===== src/rtl/bpu_pred_pkg.sv =====
// Shared types and helpers for the BTB-based branch predictor.
package bpu_pred_pkg;

  // 2-bit saturating direction counter states.
  typedef enum logic [1:0] {
    SNT = 2'b00,
    WNT = 2'b01,
    WT  = 2'b10,
    ST  = 2'b11
  } cnt2_t;

  localparam cnt2_t CNT_RST = WNT;

  // Saturating step toward taken (increment) or not-taken (decrement).
  function automatic cnt2_t cnt2_next(input cnt2_t cnt, input logic taken);
    cnt2_t nxt;
    nxt = cnt;
    if (taken) begin
      case (cnt)
        SNT:     nxt = WNT;
        WNT:     nxt = WT;
        default: nxt = ST;
      endcase
    end else begin
      case (cnt)
        ST:      nxt = WT;
        WT:      nxt = WNT;
        default: nxt = SNT;
      endcase
    end
    return nxt;
  endfunction

endpackage


===== src/rtl/bpu_cnt2.sv =====
// One 2-bit saturating direction counter with load and inc/dec.
module bpu_cnt2
  import bpu_pred_pkg::*;
(
  input  logic  clk,
  input  logic  rstn,
  input  logic  load_en,
  input  cnt2_t load_val,
  input  logic  step_en,
  input  logic  taken,
  output cnt2_t cnt_o
);

  cnt2_t cnt_d, cnt_q;

  // Load has priority over a saturating step; otherwise hold.
  always_comb begin
    cnt_d = cnt_q;
    if (load_en) begin
      cnt_d = load_val;
    end else if (step_en) begin
      cnt_d = cnt2_next(cnt_q, taken);
    end
  end

  // Counter state, reset to weakly-not-taken.
  always_ff @(posedge clk or negedge rstn) begin
    if (!rstn) begin
      cnt_q <= CNT_RST;
    end else begin
      cnt_q <= cnt_d;
    end
  end

  assign cnt_o = cnt_q;

endmodule


===== src/rtl/bpu_pred.sv =====
// Direct-mapped BTB branch predictor: same-cycle lookup, registered training.
module bpu_pred
  import bpu_pred_pkg::*;
#(
  parameter int XLEN  = 32,
  parameter int ENTRY = 16,
  parameter int IDX_W = $clog2(ENTRY),
  parameter int TAG_W = XLEN - IDX_W - 2
) (
  input  logic            clk,
  input  logic            rstn,
  input  logic [XLEN-1:0] pred_pc,
  output logic            pred_hit,
  output logic            pred_taken,
  output logic [XLEN-1:0] pred_target,
  input  logic            upd_valid,
  input  logic            upd_jump,
  input  logic            upd_branch,
  input  logic            upd_taken,
  input  logic [XLEN-1:0] upd_pc,
  input  logic [XLEN-1:0] upd_target,
  input  logic            flush_all
);

  logic [IDX_W-1:0] pidx, uidx;
  logic [TAG_W-1:0] ptag, utag;

  logic [ENTRY-1:0] valid_d, valid_q;
  logic [TAG_W-1:0] tag_d    [ENTRY];
  logic [TAG_W-1:0] tag_q    [ENTRY];
  logic [XLEN-1:0]  target_d [ENTRY];
  logic [XLEN-1:0]  target_q [ENTRY];
  cnt2_t            cnt_w    [ENTRY];

  logic [ENTRY-1:0] load_en, step_en;
  logic             upd_en, upd_eff_taken, upd_hit;
  logic             upd_alloc, upd_wr_tgt, cnt_load, cnt_step;
  cnt2_t            cnt_load_val;

  // pc[1:0] never participates in indexing or tagging.
  logic unused_pc_bits;
  assign unused_pc_bits = ^{pred_pc[1:0], upd_pc[1:0]};

  assign pidx = pred_pc[IDX_W+1:2];
  assign ptag = pred_pc[XLEN-1:IDX_W+2];
  assign uidx = upd_pc[IDX_W+1:2];
  assign utag = upd_pc[XLEN-1:IDX_W+2];

  // Lookup reads registered state only, so a same-cycle update is not bypassed.
  assign pred_hit    = valid_q[pidx] && (tag_q[pidx] == ptag);
  assign pred_taken  = pred_hit && cnt_w[pidx][1];
  assign pred_target = pred_hit ? target_q[pidx] : '0;

  // Flush suppresses any coincident training write.
  assign upd_en        = upd_valid && (upd_jump || upd_branch) && !flush_all;
  assign upd_eff_taken = upd_jump || upd_taken;
  assign upd_hit       = valid_q[uidx] && (tag_q[uidx] == utag);
  assign upd_alloc     = upd_en && !upd_hit && upd_eff_taken;
  assign upd_wr_tgt    = upd_en && upd_eff_taken;
  // Fresh allocations and any jump hit load the counter outright.
  assign cnt_load      = upd_en && upd_eff_taken && (!upd_hit || upd_jump);
  assign cnt_step      = upd_en && upd_hit && !upd_jump;
  assign cnt_load_val  = upd_jump ? ST : WT;

  // Next-state for valid/tag/target and per-entry counter controls.
  always_comb begin
    valid_d  = valid_q;
    tag_d    = tag_q;
    target_d = target_q;
    load_en  = '0;
    step_en  = '0;
    if (flush_all) begin
      valid_d = '0;
    end
    for (int i = 0; i < ENTRY; i++) begin
      if (uidx == IDX_W'(i)) begin
        if (upd_alloc) begin
          valid_d[i] = 1'b1;
          tag_d[i]   = utag;
        end
        if (upd_wr_tgt) begin
          target_d[i] = upd_target;
        end
        load_en[i] = cnt_load;
        step_en[i] = cnt_step;
      end
    end
  end

  // BTB valid/tag/target storage.
  always_ff @(posedge clk or negedge rstn) begin
    if (!rstn) begin
      valid_q <= '0;
      for (int i = 0; i < ENTRY; i++) begin
        tag_q[i]    <= '0;
        target_q[i] <= '0;
      end
    end else begin
      valid_q  <= valid_d;
      tag_q    <= tag_d;
      target_q <= target_d;
    end
  end

  for (genvar g = 0; g < ENTRY; g++) begin : g_cnt
    bpu_cnt2 u_cnt (
      .clk      (clk),
      .rstn     (rstn),
      .load_en  (load_en[g]),
      .load_val (cnt_load_val),
      .step_en  (step_en[g]),
      .taken    (upd_taken),
      .cnt_o    (cnt_w[g])
    );
  end

endmodule


===== config.mk =====
export PLATFORM = sky130hd
export DESIGN_NAME = bpu_pred
export DESIGN_NICKNAME = d
export VERILOG_FILES = /design/src/rtl/bpu_pred_pkg.sv /design/src/rtl/bpu_cnt2.sv /design/src/rtl/bpu_pred.sv
export SDC_FILE = /design/constraint.sdc
export NUM_CORES = 1
export LEC_CHECK = 0
export CELL_PAD_IN_SITES_DETAIL_PLACEMENT = 0
export CELL_PAD_IN_SITES_GLOBAL_PLACEMENT = 1
export CORE_UTILIZATION = 40
export CTS_CLUSTER_DIAMETER = 150
export CTS_CLUSTER_SIZE = 20
export DETAILED_ROUTE_END_ITERATION = 10
export PLACE_DENSITY_LB_ADDON = 0.15
export REMOVE_ABC_BUFFERS = 1
export SYNTH_ARGS = -nofsm -noshare
export SYNTH_HDL_FRONTEND = slang
export SYNTH_SLANG_ARGS = --single-unit
export TNS_END_PERCENT = 1

===== constraint.sdc =====
create_clock -name clk -period 6.25 [get_ports clk]
set_input_delay 1.25 -clock clk [delete_from_list [all_inputs] [get_ports clk]]
set_output_delay 1.25 -clock clk [all_outputs]
set_load 0.03 [all_outputs]

==> run metrics, run 1 <==
status=completed; GR Util met3=3.15%; Die W=351 µm; end of the critical path=pred_target[20]; setup_tns=0 ps; crit path from=pred_pc[2]; worst ir drop on vdd=0.227 mV; Pins Over Slew Limit=0; post-route ant nets=0; fmax=0.166 GHz; Initial DRC Count=1712; Synth Instances=3251; Synth Area per Inst=15.0 µm²; Num CTS Buffers=54; sequential share of the synthesized area=50.1%; Hold WS=506 ps; pwr dens=266 nW/µm²; RSZ-0062 raised after global routing=no; Clock power frac=26.5%; first-pass GRT wire length=215000 µm; Final Cycle Share=96.3%; Synth Cell Area=48800 µm²; Clock Sinks=976; reg2reg setup slack=2240 ps; initial antenna violation count=9; Worst Path Max Fanout=35; drt wl/cell=29.0 µm; PortBufs=132; Initial Utilization=40.5%; most frequent cells in the layout=dfrtp_1 (960), mux2_2 (835), mux4_2 (403), nand2_1 (127), o21ai_0 (103); IO Pins=137; Hold Path Class=flip-flop to flip-flop; R2R depth=10; Critical Path RT=5000 ps; CTS Buffer Depth=3; area grow syn2layout=11.0%; Hold Vio Cnt, Final=0; drt first pass iters=8; Net Sw Frac=26.9%; GRT Total Usage=23.5%; # H-tree levels=2; Rel. slew slack=28.0%; Yosys cell types=67; Final min period=6020 ps; largest net degree at the start of global routing=177; combinational share of power=19.0%; commonest non-fill, non-tap cell in the layout=dfrtp_1; Die ar.=123000 µm²; power share of the sequential group=54.5%; CTS tree=yes; post-CTS setup buffers=0; Psw=3880 µW; GR peak layer=met2; met2 usage=40.5%; clk_skew=38.8 ps; crit path DAT=4770 ps; reg2reg end=tag_q[390]$_DFFE_PN0P_; Worst-Skew Late Latency=710 ps; Setup violations, final=0; M1 GR Usage=30.7%; max_cap viols=0; #FFs+latches synth=976; Worst R2R Start=tag_q[216]$_DFFE_PN0P_; number of synthesis warnings=0; vias after detailed routing=29105; die height=351 µm; placed wire-length estimate=84400 µm; crit path kind=input port to primary output; share of cells above drive strength 1=47.0%; main flop type after synthesis=dfrtp_1; Internal=10500 µW; clock-pin slew on the worst setup and hold paths=80 ps; row count=127; number of synthesized flops with an enable pin=0; via/cell ratio=5.95; Worst Setup Start Kind=input port; GRT overflow=0; GPL Wtd Cong=0.804; CP endpoint kind=primary output; worst-margin pin slew=1070 ps; vias in the first global route=32183; core area=120000 µm²; detailed-route wire length=142000 µm; Pleak=0.0241 µW; root buffer cell=clkbuf_16; DRC=0; Nets=3358; asr flop ratio synth=100%
==> cell type report <==
type,count,area (µm²)
diodes,2,5.00
clock buffers,74,1430
clock inverters,4,106
fillers,10698,66300
inverters,45,169
multi-input cells,1925,23000
flip-flops and latches,976,24400
well taps,1612,2020
repair buffers,253,2960
==> worst min-delay path by stage <==
stage,startpoint,endpoint,cells past startpoint
detailed placement,target_q[383]$_DFFE_PN0P_,target_q[383]$_DFFE_PN0P_,1
floorplan,tag_q[237]$_DFFE_PN0P_,tag_q[237]$_DFFE_PN0P_,2
global placement,tag_q[239]$_DFFE_PN0P_,tag_q[239]$_DFFE_PN0P_,2
finish,target_q[100]$_DFFE_PN0P_,target_q[100]$_DFFE_PN0P_,1
global route,target_q[17]$_DFFE_PN0P_,target_q[17]$_DFFE_PN0P_,1
CTS,target_q[50]$_DFFE_PN0P_,target_q[50]$_DFFE_PN0P_,1
==> worst max-delay path, stage by stage <==
cell and delay, ps:
buf_8 320, buf_12 260, mux4_2 540, mux4_2 540, xnor2_2 250, buf_4 200
nand4_1 160, nor4_2 440, buf_12 240, and3_1 280, buf_12 130
==> state kept, by name, indices dropped and copies added, names as in the netlist <==
| signal | cells |
|---|---|
| g_cnt.u_cnt.cnt_o | 32 |
| valid_q | 16 |
| target_q | 512 |
| tag_q | 416 |
==> power by group through the flow <==
stage	clock (µW)	sequential [µW]	combinational, µW
after global placement	0	7860	2670
final	3820	7860	2730
after global routing	4190	7970	2950
after floorplan	0	7740	1860
after CTS	3980	7840	2770
after detailed placement	0	7970	2760
==> logic make-up after synthesis <==
family	Yosys count	synth area share, %
AO/OA/AOI/OAI	231	3.07
XOR/XNOR	54	0.969
adder cells (fa/ha/maj)	2	0.0410
buffers and inverters	350	3.03
flip-flops	976	50.1
multiplexers	1314	39.6
AND/OR/NAND/NOR	324	3.21
==> cell usage after synthesis, types with 9 or more instances <==
library cell,number,area [µm²]
mux2_2,835,9400
a21oi_1,22,110
dfstp_2,16,420
nor3_1,30,150
xnor2_1,42,368
o21bai_2,10,113
mux2_4,18,270
and3_1,44,275
mux4_2,403,9080
mux2i_1,51,510
nor4_1,13,81.3
buf_2,58,290
inv_1,41,154
a211oi_1,11,82.6
a31oi_1,15,93.8
clkbuf_1,140,526
nand2_1,142,533
buf_4,9,67.6
buf_1,90,338
a22oi_1,11,82.6
nand3_1,38,190
o2111ai_1,13,114
nor2_1,20,75.1
xor2_1,12,105
o21ai_0,103,515
nand4_1,10,62.6
o22ai_1,11,68.8
dfrtp_1,960,24000
==> per-layer routing <==
metal	part of all wire (%)	up-vias
met5	0.049	-
met3	4.2	204
met2	51	699
met4	2.8	10
met1	42	15935
li1	-	12257
==> per-stage QoR <==
stage | setup slack (ps) | util [%] | instances | total power, µW | cell area [µm²]
5_1_grt | 82.1 | 45.0 | 4889 | 15100 | 54200
3_5_place_dp | 47.7 | 43.7 | 4811 | 10700 | 52600
6_report | 229 | 45.0 | 4891 | 14400 | 54200
4_1_cts | 31.8 | 45.0 | 4889 | 14600 | 54200
3_3_place_gp | 91.4 | 43.7 | 4811 | 10500 | 52600
2_1_floorplan | 360 | - | 2946 | 9600 | 47500
==> what timing repair did <==
action / in CTS / in global routing
setup endpoints to repair: 0 / 26
hold buffers: 0 / 0
resized for setup: 0 / 1
(Power assumes the default switching activity.)
==> run 2: changes to the inputs <==
--- a/config.mk
+++ b/config.mk
@@ -7,7 +7,7 @@
 export LEC_CHECK = 0
 export CELL_PAD_IN_SITES_DETAIL_PLACEMENT = 0
 export CELL_PAD_IN_SITES_GLOBAL_PLACEMENT = 1
-export CORE_UTILIZATION = 40
+export CORE_UTILIZATION = 53
 export CTS_CLUSTER_DIAMETER = 150
 export CTS_CLUSTER_SIZE = 20
 export DETAILED_ROUTE_END_ITERATION = 10
==> run 2 against run 1 <==
  * Global-route usage increased by 5.3 points
  * Routed wire length fell by 7.9%
  * Cell count shrank 9.1%
  * Highest routed layer unchanged
  * Combinational power about the same
  * Clock power down 1%
  * Die area down 24%
  * Setup slack better by 180 ps
==> run metrics, run 2 (synthesized netlist as in run 1, its figures left out) <==
status=completed (unchanged); RSZ-0062 raised after global routing=no (unchanged); crit path DAT=4590 ps (was 4770 ps); Nets=3352 (was 3358); Worst Path Max Fanout=40 (was 35); IO Pins=137 (unchanged); reg2reg end=tag_q[34]$_DFFE_PN0P_ (was tag_q[390]$_DFFE_PN0P_); post-route ant nets=0 (unchanged); die height=305 µm (was 351 µm); vias after detailed routing=29243 (was 29105); clock-pin slew on the worst setup and hold paths=80 ps (about the same); commonest non-fill, non-tap cell in the layout=dfrtp_1 (unchanged); Hold Path Class=flip-flop to flip-flop (unchanged); area grow syn2layout=9.63% (was 11.0%); DRC=0 (unchanged); Rel. slew slack=18.7% (was 28.0%); GPL Wtd Cong=0.836 (was 0.804); post-CTS setup buffers=0 (unchanged); most frequent cells in the layout=dfrtp_1 (960), mux2_2 (835), mux4_2 (403), nand2_1 (127), o21ai_0 (103) (unchanged); PortBufs=132 (unchanged); crit-path cells=clkbuf_8 -> buf_4 -> mux4_2 -> mux4_2 -> xnor2_1 -> nand4_1 -> nor4_2 -> buf_12 -> and3_1 -> buf_12 (was buf_8 -> buf_12 -> mux4_2 -> mux4_2 -> xnor2_2 -> buf_4 -> nand4_1 -> nor4_2 -> buf_12 -> and3_1 -> buf_12); Worst Hold End=target_q[294]$_DFFE_PN0P_ (was target_q[100]$_DFFE_PN0P_); worst ir drop on vdd=0.235 mV (was 0.227 mV); Worst-Skew Late Latency=680 ps (was 710 ps); CTS tree=yes (unchanged); Final min period=5840 ps (was 6020 ps); root buffer cell=clkbuf_16 (unchanged); reg2reg setup slack=2100 ps (was 2240 ps); Critical Path RT=5000 ps (about the same); largest reg by FF count=target_q (unchanged); fillers=6895 (was 10698); core area=90600 µm² (was 120000 µm²); GRT overflow=0 (unchanged); CTS Buffer Depth=3 (unchanged); Die ar.=93300 µm² (was 123000 µm²); Die W=305 µm (was 351 µm); Clock Sinks=976 (unchanged); placed wire-length estimate=78100 µm (was 84400 µm); initial antenna violation count=7 (was 9); detailed-route wire length=131000 µm (was 142000 µm); critical path's slowest cell=mux4_2 (unchanged); via/cell ratio=6.58 (was 5.95); largest net degree at the start of global routing=182 (was 177); CTS Hold Bufs=0 (unchanged); clk_skew=24.8 ps (was 38.8 ps); max_cap viols=0 (unchanged); Pins Over Slew Limit=0 (unchanged); Num CTS Buffers=54 (unchanged); # resized after CTS=0 (unchanged); drt wl/cell=29.4 µm (was 29.0 µm); setup_tns=0 ps (unchanged); Worst R2R Start=tag_q[216]$_DFFE_PN0P_ (unchanged); Pleak=0.0241 µW (about the same); # H-tree levels=2 (unchanged); CP endpoint kind=primary output (unchanged); max reg flops=512 (unchanged); share of cells above drive strength 1=46.9% (was 47.0%); hold path depth=1 (unchanged); vias in the first global route=31514 (was 32183); Initial DRC Count=2211 (was 1712); Worst Setup Start Kind=input port (unchanged); drt first pass iters=8 (unchanged); R2R depth=11 (was 10); Initial Utilization=53.9% (was 40.5%); Final Cycle Share=93.5% (was 96.3%); worst-margin pin slew=1220 ps (was 1070 ps); Hold Startpoint=target_q[294]$_DFFE_PN0P_ (was target_q[100]$_DFFE_PN0P_); pwr dens=268 nW/µm² (was 266 nW/µm²); crit path kind=input port to primary output (unchanged); placed instance count=4369 (was 4811); Setup violations, final=0 (unchanged); fmax=0.171 GHz (was 0.166 GHz); first-pass GRT wire length=202000 µm (was 215000 µm); GRT Total Usage=28.7% (was 23.5%); Hold Vio Cnt, Final=0 (unchanged); non-filler cells, final=4447 (was 4891); slowest stage delay, CP=490 ps (was 540 ps); row count=110 (was 127)
run 2: changes by cell type in the layout (fill, tap and decap cells not counted), sizes merged:
| cell | delta |
|---|---|
| clkinv | -2 |
| buf | -6 |
| inv | +2 |
| clkbuf | -2 |
run 2: final cells by class:
class                   count  area (µm²)  share of cell area [%]
flip-flops and latches    976       24400                    45.7
repair buffers            247        2890                    5.39
multi-input cells        1925       23000                    43.0
clock inverters             4        88.8                   0.166
well taps                1176        1470                    2.75
inverters                  45         169                   0.316
clock buffers              72        1420                    2.65
diodes                      2        5.00                 0.00935
run 2: metal layers:
metal / track usage, % / routed length [µm]
met3: 4.00 / 6590
met2: 48.8 / 66100
met1: 39.0 / 54300
met4: 7.71 / 3590
met5: 0 / 65
run 2: worst max path at each step:
stage	startpoint	end	slack, ps	cells past startpoint
after floorplan	pred_pc[2]	pred_taken	360	6
after global placement	pred_pc[2]	pred_taken	450	10
after detailed placement	pred_pc[2]	pred_taken	420	10
after CTS	pred_pc[2]	pred_taken	400	10
after global routing	pred_pc[2]	pred_taken	240	11
final	pred_pc[3]	pred_target[21]	410	10
run 2: critical path: cells and delay by family:
kind                      cells  cell delay, ps
buffers and inverters         4            1180
and+or+nand+nor               3             950
xor gates and xnor gates      1             140
muxes                         2             880
run 2: per-stage QoR:
step / utilization [%] / area [µm²] / setup WS, ps / total power, µW / hold slack [ps]
finish: 59.1 / 53500 / 407 / 14300 / 504
global route: 59.1 / 53500 / 244 / 15000 / 510
CTS: 59.1 / 53500 / 397 / 14400 / 506
detailed placement: 57.4 / 52000 / 419 / 10700 / 487
global placement: 57.4 / 52000 / 446 / 10500 / 474
floorplan: - / 47500 / 360 / 9600 / 461
run 2: where the power goes:
group	total [µW]	internal, µW	switching, µW	leakage [µW]
logic	2700	1620	1090	0.0105
clock network	3770	1640	2130	0.000727
registers	7860	7270	587	0.0129
total	14300	10500	3800	0.0241
==> run 3: changes to the inputs <==
--- a/config.mk
+++ b/config.mk
@@ -7,10 +7,11 @@
 export LEC_CHECK = 0
 export CELL_PAD_IN_SITES_DETAIL_PLACEMENT = 0
 export CELL_PAD_IN_SITES_GLOBAL_PLACEMENT = 1
-export CORE_UTILIZATION = 53
+export CORE_UTILIZATION = 55
 export CTS_CLUSTER_DIAMETER = 150
 export CTS_CLUSTER_SIZE = 20
 export DETAILED_ROUTE_END_ITERATION = 10
+export DONT_BUFFER_PORTS = 1
 export PLACE_DENSITY_LB_ADDON = 0.15
 export REMOVE_ABC_BUFFERS = 1
 export SYNTH_ARGS = -nofsm -noshare
==> run 3 against run 2 <==
  * Worst hold slack worse by 210 ps
  * Clock skew is 3.9 ps higher
  * Sequential share of layout area is 1.8 points higher
  * Critical endpoint is now pred_target[9]
==> run metrics, run 3 (synthesized netlist as in run 1, its figures left out) <==
status=completed (unchanged); drt wl/cell=29.9 µm (was 29.4 µm); Worst R2R Start=tag_q[41]$_DFFE_PN0P_ (was tag_q[216]$_DFFE_PN0P_); CTS tree=yes (unchanged); CP endpoint kind=primary output (unchanged); Die ar.=90000 µm² (was 93300 µm²); Hold Vio Cnt, Final=0 (unchanged); worst-margin pin slew=1110 ps (was 1220 ps); area grow syn2layout=5.41% (was 9.63%); Pleak=0.0231 µW (was 0.0241 µW); post-CTS setup buffers=0 (unchanged); DRC=0 (unchanged); R2R depth=12 (was 11); Die W=300 µm (was 305 µm); fmax=0.177 GHz (was 0.171 GHz); GRT Total Usage=28.8% (was 28.7%); Critical Path RT=5000 ps (about the same); fillers=6688 (was 6895); share of cells above drive strength 1=46.6% (was 46.9%); die height=300 µm (was 305 µm); worst ir drop on vdd=0.244 mV (was 0.235 mV); vias in the first global route=30683 (was 31514); # resized after CTS=0 (unchanged); detailed-route wire length=127000 µm (was 131000 µm); row count=108 (was 110); fin area=51500 µm² (was 53500 µm²); core area=87300 µm² (was 90600 µm²); Worst Path Max Fanout=240 (was 40); Rel. slew slack=26.3% (was 18.7%); DP Area=49800 µm² (was 52000 µm²); Final min period=5640 ps (was 5840 ps); Nets=3167 (was 3352); Pins Over Slew Limit=0 (unchanged); Initial Utilization=55.9% (was 53.9%); Clock Sinks=976 (unchanged); first-pass GRT wire length=194000 µm (was 202000 µm); crit path DAT=4390 ps (was 4590 ps); root buffer cell=clkbuf_16 (unchanged); PortBufs=0 (was 132); Initial DRC Count=2459 (was 2211); Num CTS Buffers=54 (unchanged); via/cell ratio=6.72 (was 6.58); Worst-Skew Late Latency=660 ps (was 680 ps); CTS Hold Bufs=0 (unchanged); GRT overflow=0 (unchanged); clock-pin slew on the worst setup and hold paths=80 ps (about the same); Worst Setup Start Kind=input port (unchanged); GPL Wtd Cong=0.805 (was 0.836); CTS Buffer Depth=3 (unchanged); reg2reg setup slack=1870 ps (was 2100 ps); Setup violations, final=0 (unchanged); most frequent cells in the layout=dfrtp_1 (960), mux2_2 (835), mux4_2 (403), nand2_1 (127), o21ai_0 (103) (unchanged); pwr dens=270 nW/µm² (was 268 nW/µm²); commonest non-fill, non-tap cell in the layout=dfrtp_1 (unchanged); placed wire-length estimate=67700 µm (was 78100 µm); reg2reg end=g_cnt[4].u_cnt.cnt_o[1]$_DFFE_PN0P_ (was tag_q[34]$_DFFE_PN0P_); setup_tns=0 ps (unchanged); post-route ant nets=0 (unchanged); vias after detailed routing=28493 (was 29243); # H-tree levels=2 (unchanged); max_cap viols=0 (unchanged); largest reg by FF count=target_q (unchanged); Final Cycle Share=90.2% (was 93.5%); clk_skew=28.7 ps (was 24.8 ps); RSZ-0062 raised after global routing=no (unchanged); largest net degree at the start of global routing=977 (was 182); initial antenna violation count=2 (was 7); Hold Path Class=input port to async pin (was flip-flop to flip-flop); drt first pass iters=5 (was 8); max reg flops=512 (unchanged); IO Pins=137 (unchanged); crit path kind=input port to primary output (unchanged)
-- run 3: cell count changes in the layout (fill, tap and decap cells not counted), sizes merged --
| cell | previous run | this run |
|---|---|---|
| buf | 155 | 62 |
| clkdlybuf4s50 | 90 | 0 |
| diode | 2 | 1 |
-- run 3: worst max-delay path by stage --
| stage | slack (ps) | endpoint | from | cells past startpoint |
|---|---|---|---|---|
| floorplan | 360 | pred_taken | pred_pc[2] | 6 |
| global placement | 740 | pred_target[7] | pred_pc[2] | 7 |
| detailed placement | 660 | pred_target[9] | pred_pc[2] | 7 |
| CTS | 670 | pred_target[16] | pred_pc[2] | 8 |
| global route | 570 | pred_taken | pred_pc[2] | 7 |
| finish | 610 | pred_target[9] | pred_pc[2] | 7 |
-- run 3: stage by stage --
stage          hold WS [ps]  setup slack (ps)  std cells  total power [µW]  util, %
6_report                298               615       4242             13900     58.9
5_1_grt                 258               567       4242             14500     58.9
4_1_cts                 287               668       4237             13900     58.8
3_5_place_dp            485               660       4159             10200     57.1
3_3_place_gp            474               738       4159              9970     57.1
2_1_floorplan           461               360       2946              9600        -
-- run 3: cell type report --
cell class              count  area [µm²]  area share [%]
diodes                      1        2.50         0.00486
clock buffers              74        1430            2.77
clock inverters             4        88.8           0.173
inverters                  45         169           0.328
multi-input cells        1925       23000            44.8
flip-flops and latches    976       24400            47.5
well taps                1155        1450            2.81
repair buffers             62         846            1.64
-- run 3: critical path, cell delays in order --
cell and delay, ps:
mux4_2 570, mux4_2 490, xnor2_1 300, nand4_1 300, nor3_2 280, buf_4 480
and3_1 450
-- run 3: layer usage --
layer	GRT usage, %	vias to the layer above	share of wire (%)
met1	39.1	15572	41
li1	-	11869	-
met5	0	-	0
met2	48.3	846	51
met4	9.32	0	3.2
met3	3.82	206	5.4
-- run 3: power breakdown --
part	internal, µW	switching (µW)
logic	1520	780
clock network	1640	2090
registers	7270	578
total	10400	3450
